==> config.mk <==
export PLATFORM = sky130hd
export DESIGN_NAME = digit_serial_mul_ctrl
export DESIGN_NICKNAME = d
export VERILOG_FILES = /design/src/rtl/digit_serial_mul_ctrl_pkg.sv /design/src/rtl/digit_serial_mul_ctrl_mul2x2_cell.sv /design/src/rtl/digit_serial_mul_ctrl.sv
export SDC_FILE = /design/constraint.sdc
export NUM_CORES = 1
export LEC_CHECK = 0
export CAP_MARGIN = 20
export CORE_MARGIN = 2
export CORE_UTILIZATION = 54
export DETAILED_ROUTE_END_ITERATION = 8
export GPL_TIMING_DRIVEN = 0
export PLACE_DENSITY = 0.83
export SLEW_MARGIN = 20
export SYNTH_ARGS = -nofsm -noshare
export SYNTH_HDL_FRONTEND = slang
export SYNTH_HIERARCHICAL = 1
export SYNTH_SLANG_ARGS = --single-unit
==> constraint.sdc <==
create_clock -name clk -period 3.8 [get_ports clk]
set_input_delay 0.38 -clock clk [delete_from_list [all_inputs] [get_ports clk]]
set_output_delay 0.38 -clock clk [all_outputs]
set_load 0.02 [all_outputs]
==> src/rtl/digit_serial_mul_ctrl_pkg.sv <==
// Shared types for the digit-serial multiplier: FSM encoding and the digit width
// handled by the multiplier cell.
package digit_serial_mul_ctrl_pkg;

    typedef enum logic [1:0] {
        IDLE = 2'b00,
        CALC = 2'b01,
        DONE = 2'b10
    } state_t;

    localparam int MUL_CELL_W = 2;

endpackage

==> src/rtl/digit_serial_mul_ctrl_mul2x2_cell.sv <==
// Combinational 2-bit x 2-bit -> 4-bit unsigned multiplier from AND partial
// products and half-adder carries.
module mul2x2_cell
    import digit_serial_mul_ctrl_pkg::*;
(
    input  logic [MUL_CELL_W-1:0]   a_i,
    input  logic [MUL_CELL_W-1:0]   b_i,
    output logic [2*MUL_CELL_W-1:0] p_o
);

    logic pp0, pp1, pp2, pp3;
    logic c1, c2;

    assign pp0 = a_i[0] & b_i[0];
    assign pp1 = a_i[1] & b_i[0];
    assign pp2 = a_i[0] & b_i[1];
    assign pp3 = a_i[1] & b_i[1];

    // Column 1 and column 2 are each a half adder; column 3 is the final carry.
    assign c1 = pp1 & pp2;
    assign c2 = pp3 & c1;

    assign p_o = {c2, pp3 ^ c1, pp1 ^ pp2, pp0};

endmodule

==> src/rtl/digit_serial_mul_ctrl.sv <==
// Digit-serial WIDTH x WIDTH unsigned multiplier: one 2x2 cell is time-shared over
// (WIDTH/2)^2 cycles, with valid/ready handshakes on both sides.
module digit_serial_mul_ctrl
    import digit_serial_mul_ctrl_pkg::*;
#(
    parameter int WIDTH = 4
) (
    input  logic               clk,
    input  logic               rst_n,
    input  logic               in_valid,
    output logic               in_ready,
    input  logic [WIDTH-1:0]   a,
    input  logic [WIDTH-1:0]   b,
    output logic               out_valid,
    input  logic               out_ready,
    output logic [2*WIDTH-1:0] product,
    output logic               busy
);

    localparam int D  = WIDTH / MUL_CELL_W;
    localparam int PW = 2 * WIDTH;
    localparam int IW = (D > 1) ? $clog2(D) : 1;
    localparam int SW = IW + 2;
    localparam logic [IW-1:0] LAST = IW'(D - 1);

    if (WIDTH < 2 || (WIDTH % 2) != 0) begin : g_bad_width
        $error("digit_serial_mul_ctrl: WIDTH must be even and >= 2");
    end

    state_t          state_q, state_d;
    logic [WIDTH-1:0] a_q, a_d, b_q, b_d;
    logic [PW-1:0]   acc_q, acc_d, prod_q, prod_d;
    logic [IW-1:0]   i_q, i_d, j_q, j_d;

    logic [MUL_CELL_W-1:0]   a_dig, b_dig;
    logic [2*MUL_CELL_W-1:0] cell_p;
    logic [SW-1:0]           shamt;
    logic [PW-1:0]           pp_sh;

    assign a_dig = a_q[{i_q, 1'b0} +: MUL_CELL_W];
    assign b_dig = b_q[{j_q, 1'b0} +: MUL_CELL_W];

    mul2x2_cell u_cell (
        .a_i (a_dig),
        .b_i (b_dig),
        .p_o (cell_p)
    );

    // Digit weight is 4^(i+j), i.e. a left shift by 2*(i+j).
    assign shamt = {({1'b0, i_q} + {1'b0, j_q}), 1'b0};
    assign pp_sh = PW'(cell_p) << shamt;

    always_comb begin
        state_d   = state_q;
        a_d       = a_q;
        b_d       = b_q;
        acc_d     = acc_q;
        prod_d    = prod_q;
        i_d       = i_q;
        j_d       = j_q;
        in_ready  = 1'b0;
        out_valid = 1'b0;
        busy      = 1'b0;
        case (state_q)
            IDLE: begin
                in_ready = 1'b1;
                if (in_valid) begin
                    a_d     = a;
                    b_d     = b;
                    acc_d   = '0;
                    i_d     = '0;
                    j_d     = '0;
                    state_d = CALC;
                end
            end
            CALC: begin
                busy  = 1'b1;
                acc_d = acc_q + pp_sh;
                if (i_q == LAST) begin
                    i_d = '0;
                    if (j_q == LAST) begin
                        j_d     = '0;
                        prod_d  = acc_d;
                        state_d = DONE;
                    end else begin
                        j_d = j_q + 1'b1;
                    end
                end else begin
                    i_d = i_q + 1'b1;
                end
            end
            DONE: begin
                busy      = 1'b1;
                out_valid = 1'b1;
                if (out_ready) state_d = IDLE;
            end
            default: state_d = IDLE;
        endcase
    end

    always_ff @(posedge clk or negedge rst_n) begin
        if (!rst_n) begin
            state_q <= IDLE;
            a_q     <= '0;
            b_q     <= '0;
            acc_q   <= '0;
            prod_q  <= '0;
            i_q     <= '0;
            j_q     <= '0;
        end else begin
            state_q <= state_d;
            a_q     <= a_d;
            b_q     <= b_d;
            acc_q   <= acc_d;
            prod_q  <= prod_d;
            i_q     <= i_d;
            j_q     <= j_d;
        end
    end

    // Kept separate from the accumulator so the last result survives the next accept.
    assign product = prod_q;

endmodule

======== Word level (Yosys, flattened, before mapping) ========
Cells that the tools add are included.
storage, ports and cells
  latch bits .............................. 0
  register bits ........................... 28
  RAM bits ................................ 0
  ROM bits ................................ 0
  input port bits ......................... 12
  memories ................................ 0
  word-level logic and storage cells ...... 52
operators by class
  divide/modulo/power cells ............... 0
  $add $sub $neg .......................... 4
  reductions and logical operators ........ 8
  multiply operators ...................... 0
  bitwise operators ....................... 8
  muxes and demuxes ....................... 16
  $lt $le $gt $ge ......................... 0
  eq/ne operators ......................... 6
  shift operators ......................... 3
operators by type and width
  operator               number
  $pmux W8 S2            1
  $add A8 B8 Y8          1
  $mux W2                4
  $mux W8                1
  $ne A2 B2 Y1 const B   4
  $shiftx A4 B3 Y2       2
  $shl A4 B3 Y8          1
  $mux W1                7
  $and A1 B1 Y1          6
  $pmux W2 S3            1
  $reduce_and A3 Y1      2
  $pmux W1 S2            2
  $reduce_and A2 Y1      2
  $reduce_and A4 Y1      1
  $add A1 B1 Y1 const B  2
  $add A1 B1 Y2          1
  $eq A2 B1 Y1 const B   1
  $eq A2 B2 Y1 const B   1
  $logic_not A2 Y1       1
  $reduce_bool A2 Y1     1
  $reduce_or A2 Y1       1
  $xor A1 B1 Y1          2

======== Logic depth before layout (Yosys ltp) ========
  depth in word-level cells ............... 7
  gate-level depth with buffers ........... 13
  mapped depth without buffers ............ 12

======== Hierarchy ========
Netlist, hierarchy kept.
by module, submodules not included
  module                 times used  area each (um2)  cells each  seq. area each (um2)
  digit_serial_mul_ctrl  1           1634.1           155         700.7
  mul2x2_cell            1           65.1             8           0.0

======== Worst setup path before layout ========
OpenSTA, ideal clock, no wires.
  kind .................................... reg-to-reg
  start point ............................. register i_q
  end point ............................... register acc_q[6]
  library setup time ...................... 70 ps
  stages on the path, launching flop included .. 13
  path buffers ............................ 0
  clock period less this slack ............ 2874 ps
  data arrival time ....................... 2805 ps
  path slack .............................. 926 ps
  data required time ...................... 3730 ps
  path through ............................ dfrtp_1 -> mux2_1 -> and2_1 -> ha_1 -> ha_1 -> mux2i_1 -> nor2_1 -> ha_1 -> nor2b_1 -> o21ai_1 -> a21boi_1 -> or4_1 -> nand3_1
between the ends
  longest elaborated chain between the ends .. 7
  elaborated cells on any way between the ends .. 13
  those cells by class .................... add/sub (2); shift (2); mux (1); bitwise (8)
ends and longest elaborated chain
  what                    line                                     RTL
  from (decl)             digit_serial_mul_ctrl.sv:33              logic [IW-1:0] i_q, i_d, j_q, j_d;
  from (signal assigned)  digit_serial_mul_ctrl.sv:116             i_q <= i_d;
  $shiftx A4 B3 Y2        digit_serial_mul_ctrl.sv:40              assign a_dig = a_q[{i_q, 1'b0} +: MUL_CELL_W];
  named net a_dig[0]      digit_serial_mul_ctrl.sv:35              logic [MUL_CELL_W-1:0] a_dig, b_dig;
  $and A1 B1 Y1           digit_serial_mul_ctrl_mul2x2_cell.sv:16  assign pp2 = a_i[0] & b_i[1];
  $and A1 B1 Y1           digit_serial_mul_ctrl_mul2x2_cell.sv:20  assign c1 = pp1 & pp2;
  $xor A1 B1 Y1           digit_serial_mul_ctrl_mul2x2_cell.sv:23  assign p_o = {c2, pp3 ^ c1, pp1 ^ pp2, pp0};
  named net cell_p[2]     digit_serial_mul_ctrl.sv:36              logic [2*MUL_CELL_W-1:0] cell_p;
  $shl A4 B3 Y8           digit_serial_mul_ctrl.sv:51              assign pp_sh = PW'(cell_p) << shamt;
  $add A8 B8 Y8           digit_serial_mul_ctrl.sv:78              acc_d = acc_q + pp_sh;
  $pmux W8 S2             digit_serial_mul_ctrl.sv:64              case (state_q)
  to (signal assigned)    digit_serial_mul_ctrl.sv:106             acc_q <= '0;
  to (signal assigned)    digit_serial_mul_ctrl.sv:114             acc_q <= acc_d;
  to (decl)               digit_serial_mul_ctrl.sv:32              logic [PW-1:0] acc_q, acc_d, prod_q, prod_d;
The timed path passes the listed nets, and every way through them passes these cells.
A chain may end at the register's enable or synchronous reset.

======== Worst setup path in the final report ========
  start point ............................. register i_q
  end point ............................... register prod_q[7] (netlist: product[7])
between the ends
  longest elaborated chain between the ends .. 6
  elaborated cells on any way between the ends .. 13
  those cells by class .................... add/sub (2); shift (2); bitwise (8); reduce/logical (1)
ends and longest elaborated chain
  what                  line                                     RTL
  $shiftx A4 B3 Y2      digit_serial_mul_ctrl.sv:40
  named net a_dig[0]    digit_serial_mul_ctrl.sv:35
  $and A1 B1 Y1         digit_serial_mul_ctrl_mul2x2_cell.sv:16
  $and A1 B1 Y1         digit_serial_mul_ctrl_mul2x2_cell.sv:20
  $xor A1 B1 Y1         digit_serial_mul_ctrl_mul2x2_cell.sv:23
  named net cell_p[2]   digit_serial_mul_ctrl.sv:36
  $shl A4 B3 Y8         digit_serial_mul_ctrl.sv:51
  $add A8 B8 Y8         digit_serial_mul_ctrl.sv:78
  to (signal assigned)  digit_serial_mul_ctrl.sv:115             prod_q <= prod_d;
  to (decl)             digit_serial_mul_ctrl.sv:32
The timed path passes the listed nets, and every way through them passes these cells.

==> metrics.cfg <==
[logic_synthesis]
postSynthAreaPerCell_um2=10.4
synth-async-reset-ratio=1.00
ys.flop_type=dfrtp_1
synthTopCellsByArea=dfrtp_1 (41%), ha_1 (9.6%), mux2_1 (8.6%)
syn_area_mm2=0.00170
synth_edf_count=0
synth_xor_area_frac=0.0339
synth-compound-area-share=0.133
synth_cell_types=36
ys.warnings.count=6
synth_top_area_frac=0.412
synthAdderAreaFrac=0.108
ys_seq_area_frac=0.412
ys_seq_elements=28
syn_inst=163
synth_top_family_by_area=simple AND/OR/NAND/NOR gates
synth_top_cell_by_area=dfrtp_1
muxShareOfSynthArea=0.136
synthSimpleGateAreaFrac=0.145
syn-num-nets=189

[setup_path]
start_kind=register
critPathKind=reg2reg
cp.required_ps=4050
cp.arrival_ps=3640
cp_max_fo=8
end_kind=register

[cells_and_area]
stdcell_area_mm2=0.00201
regArea_um2=701
syn2layout_area_growth_pct=18.0
nNetsFinal=216
multiInputGateArea_um2=945
antenna_cells=0
fill_cells=238
final_layout_size_suffix_gt1_frac=0.0794

[sta]
drv_slew=0
final_hold_viol_count=0
period_share=0.892
finalSetupTns_ps=0
max_freq_ghz=0.295
whs_ps=33.0
timing.slew.headroom=0.470
tightest_slew_ps=790
setup_violations=0
post-route-min-period_ps=3390
fin_ws_ps=409
rsz0062_at_grt=false
finalClockSkew_ps=5.41

[drt]
wirelength_met1_mm=1.51
wl_met2_mm=1.86
via_per_inst=5.78
antenna_left=0
drcViolationCount=0
num_vias=1346
top_layer_used=met4
drt_iter0_drc=46
wire_per_inst_um=15.7
totalWireLength_mm=3.66
drtPass1Iterations=4
wl_met3_um=178

[placed_design]
dp.final_hpwl_mm=2.72
port_buffers=22
place.gp.congestion=0.881
dp_slack_ps=540
postPlaceCellArea_mm2=0.00197

[clock_tree]
cts_buffers=3
ctsResizeCount=0
cts_tree=built
postCtsHoldBufs=0
clockBufferDepth=2
htreeDepth=1
cts_sinks=28
cts_setup_buffers=0
cts_root_buf=clkbuf_4
clk_pin_slew_ps=160
insertion_delay_ps=340

[pwr]
p_leak_nw=0.923
powerDensity_mw_per_mm2=830
ir_drop_mv=0.542

[floorplan]
die_area_mm2=0.00361
dieHeight_um=60.1
fp.dieW_um=60.1
rows=20
start_util=0.561
boundaryPins=23
core_area_mm2=0.00303

[job]
max_cap_viol_count=0

[global_routing]
grtUsageTotal=0.234
grt_max_degree=29
grt_overflow=0
antenna_found_initial=0
grt_pass1_vias=1428
grt_pass1_wl_mm=6.26

[worst_hold_path]
hp-class=in2async

[status]
status=complete, no violations

## stage by stage
stage,total power [mW],instances,util
2_1_floorplan,1.22,163,-
3_3_place_gp,1.45,229,0.652
3_5_place_dp,1.51,229,0.650
4_1_cts,1.67,233,0.662
5_1_grt,1.81,233,0.662
6_report,1.66,233,0.662
## worst paths after layout
path                            slack [ps]              startpoint                     end  depth (start not counted)
worst max-delay path                   410         i_q$_DFFE_PN0P_  product[7]$_DFFE_PN0P_                         12
worst min-delay path                    30                   rst_n      a_q[2]$_DFFE_PN0P_                          1
worst max register to register         410         i_q$_DFFE_PN0P_  product[7]$_DFFE_PN0P_                         12
worst min register to register         500  product[1]$_DFFE_PN0P_  product[1]$_DFFE_PN0P_                          2
max in group asynchronous             3360                   rst_n  state_q[1]$_DFFE_PN0P_                          1
min in group clk                       500  product[1]$_DFFE_PN0P_  product[1]$_DFFE_PN0P_                          2
## cell usage in the layout, fill, tap and decap left out, types with 5 or more instances in the layout
| cell type | Yosys | final |
|---|---|---|
| dfrtp_1 | 28 | 28 |
| clkdlybuf4s50_1 | 0 | 21 |
| nand2_1 | 15 | 15 |
| mux2_1 | 13 | 13 |
| ha_1 | 13 | 13 |
| nor2_1 | 11 | 11 |
| o21ai_1 | 10 | 10 |
| inv_1 | 8 | 8 |
| a22o_1 | 7 | 7 |
| and2_1 | 6 | 6 |
| o21ai_0 | 5 | 5 |
## cell families (layout without fill, tap and decap cells)
family,after synthesis,count (layout)
buffers and inverters,12,38
AND/OR/NAND/NOR,49,49
flip-flops,28,28
adder cells (fa/ha/maj),14,14
AO/OA/AOI/OAI,34,34
multiplexers,21,21
XOR/XNOR,5,5
## power breakdown
part           leakage, nW  internal, mW  switching (mW)  total, mW
clock network       0.0210        0.0588          0.0931      0.152
registers            0.361         0.423          0.0836      0.506
logic                0.541         0.462           0.544       1.01
total                0.923         0.944           0.721       1.66
## flip-flops by register name (all words and copies together) (netlist names)
name and cells:
acc_q 8, a_q 4, j_q 1, i_q 1, b_q 4, product 8
state_q 2
## layout make-up
cell class,count,area share
flip-flops and latches,28,0.349
inverters,8,0.0150
repair buffers,22,0.107
plain buffers,4,0.0119
clock buffers,4,0.0181
well taps,44,0.0274
multi-input cells,123,0.471
## critical path: stages (launching register included)
cell and delay [ps]:
dfrtp_1 550, mux2_1 370, and2_1 170, ha_1 180, ha_1 300, mux2i_1 180, nor2b_1 80, ha_1 330
a21oi_1 210, o21ai_0 190, nand2_1 230, xnor3_1 250, mux2_2 260
## cell usage after synthesis (5+ instances only)
cell / n
o21ai_0: 5
mux2_1: 13
and2_1: 6
a22o_1: 7
nand2_1: 15
nor2_1: 11
inv_1: 8
dfrtp_1: 28
o21ai_1: 10
ha_1: 13
## per-layer routing
| metal | up-vias | GRT usage |
|---|---|---|
| met5 | - | 0 |
| met4 | 0 | 0.108 |
| met3 | 15 | 0.0411 |
| met2 | 45 | 0.413 |
| met1 | 662 | 0.274 |
| li1 | 624 | - |
(Power assumes the default switching activity.)
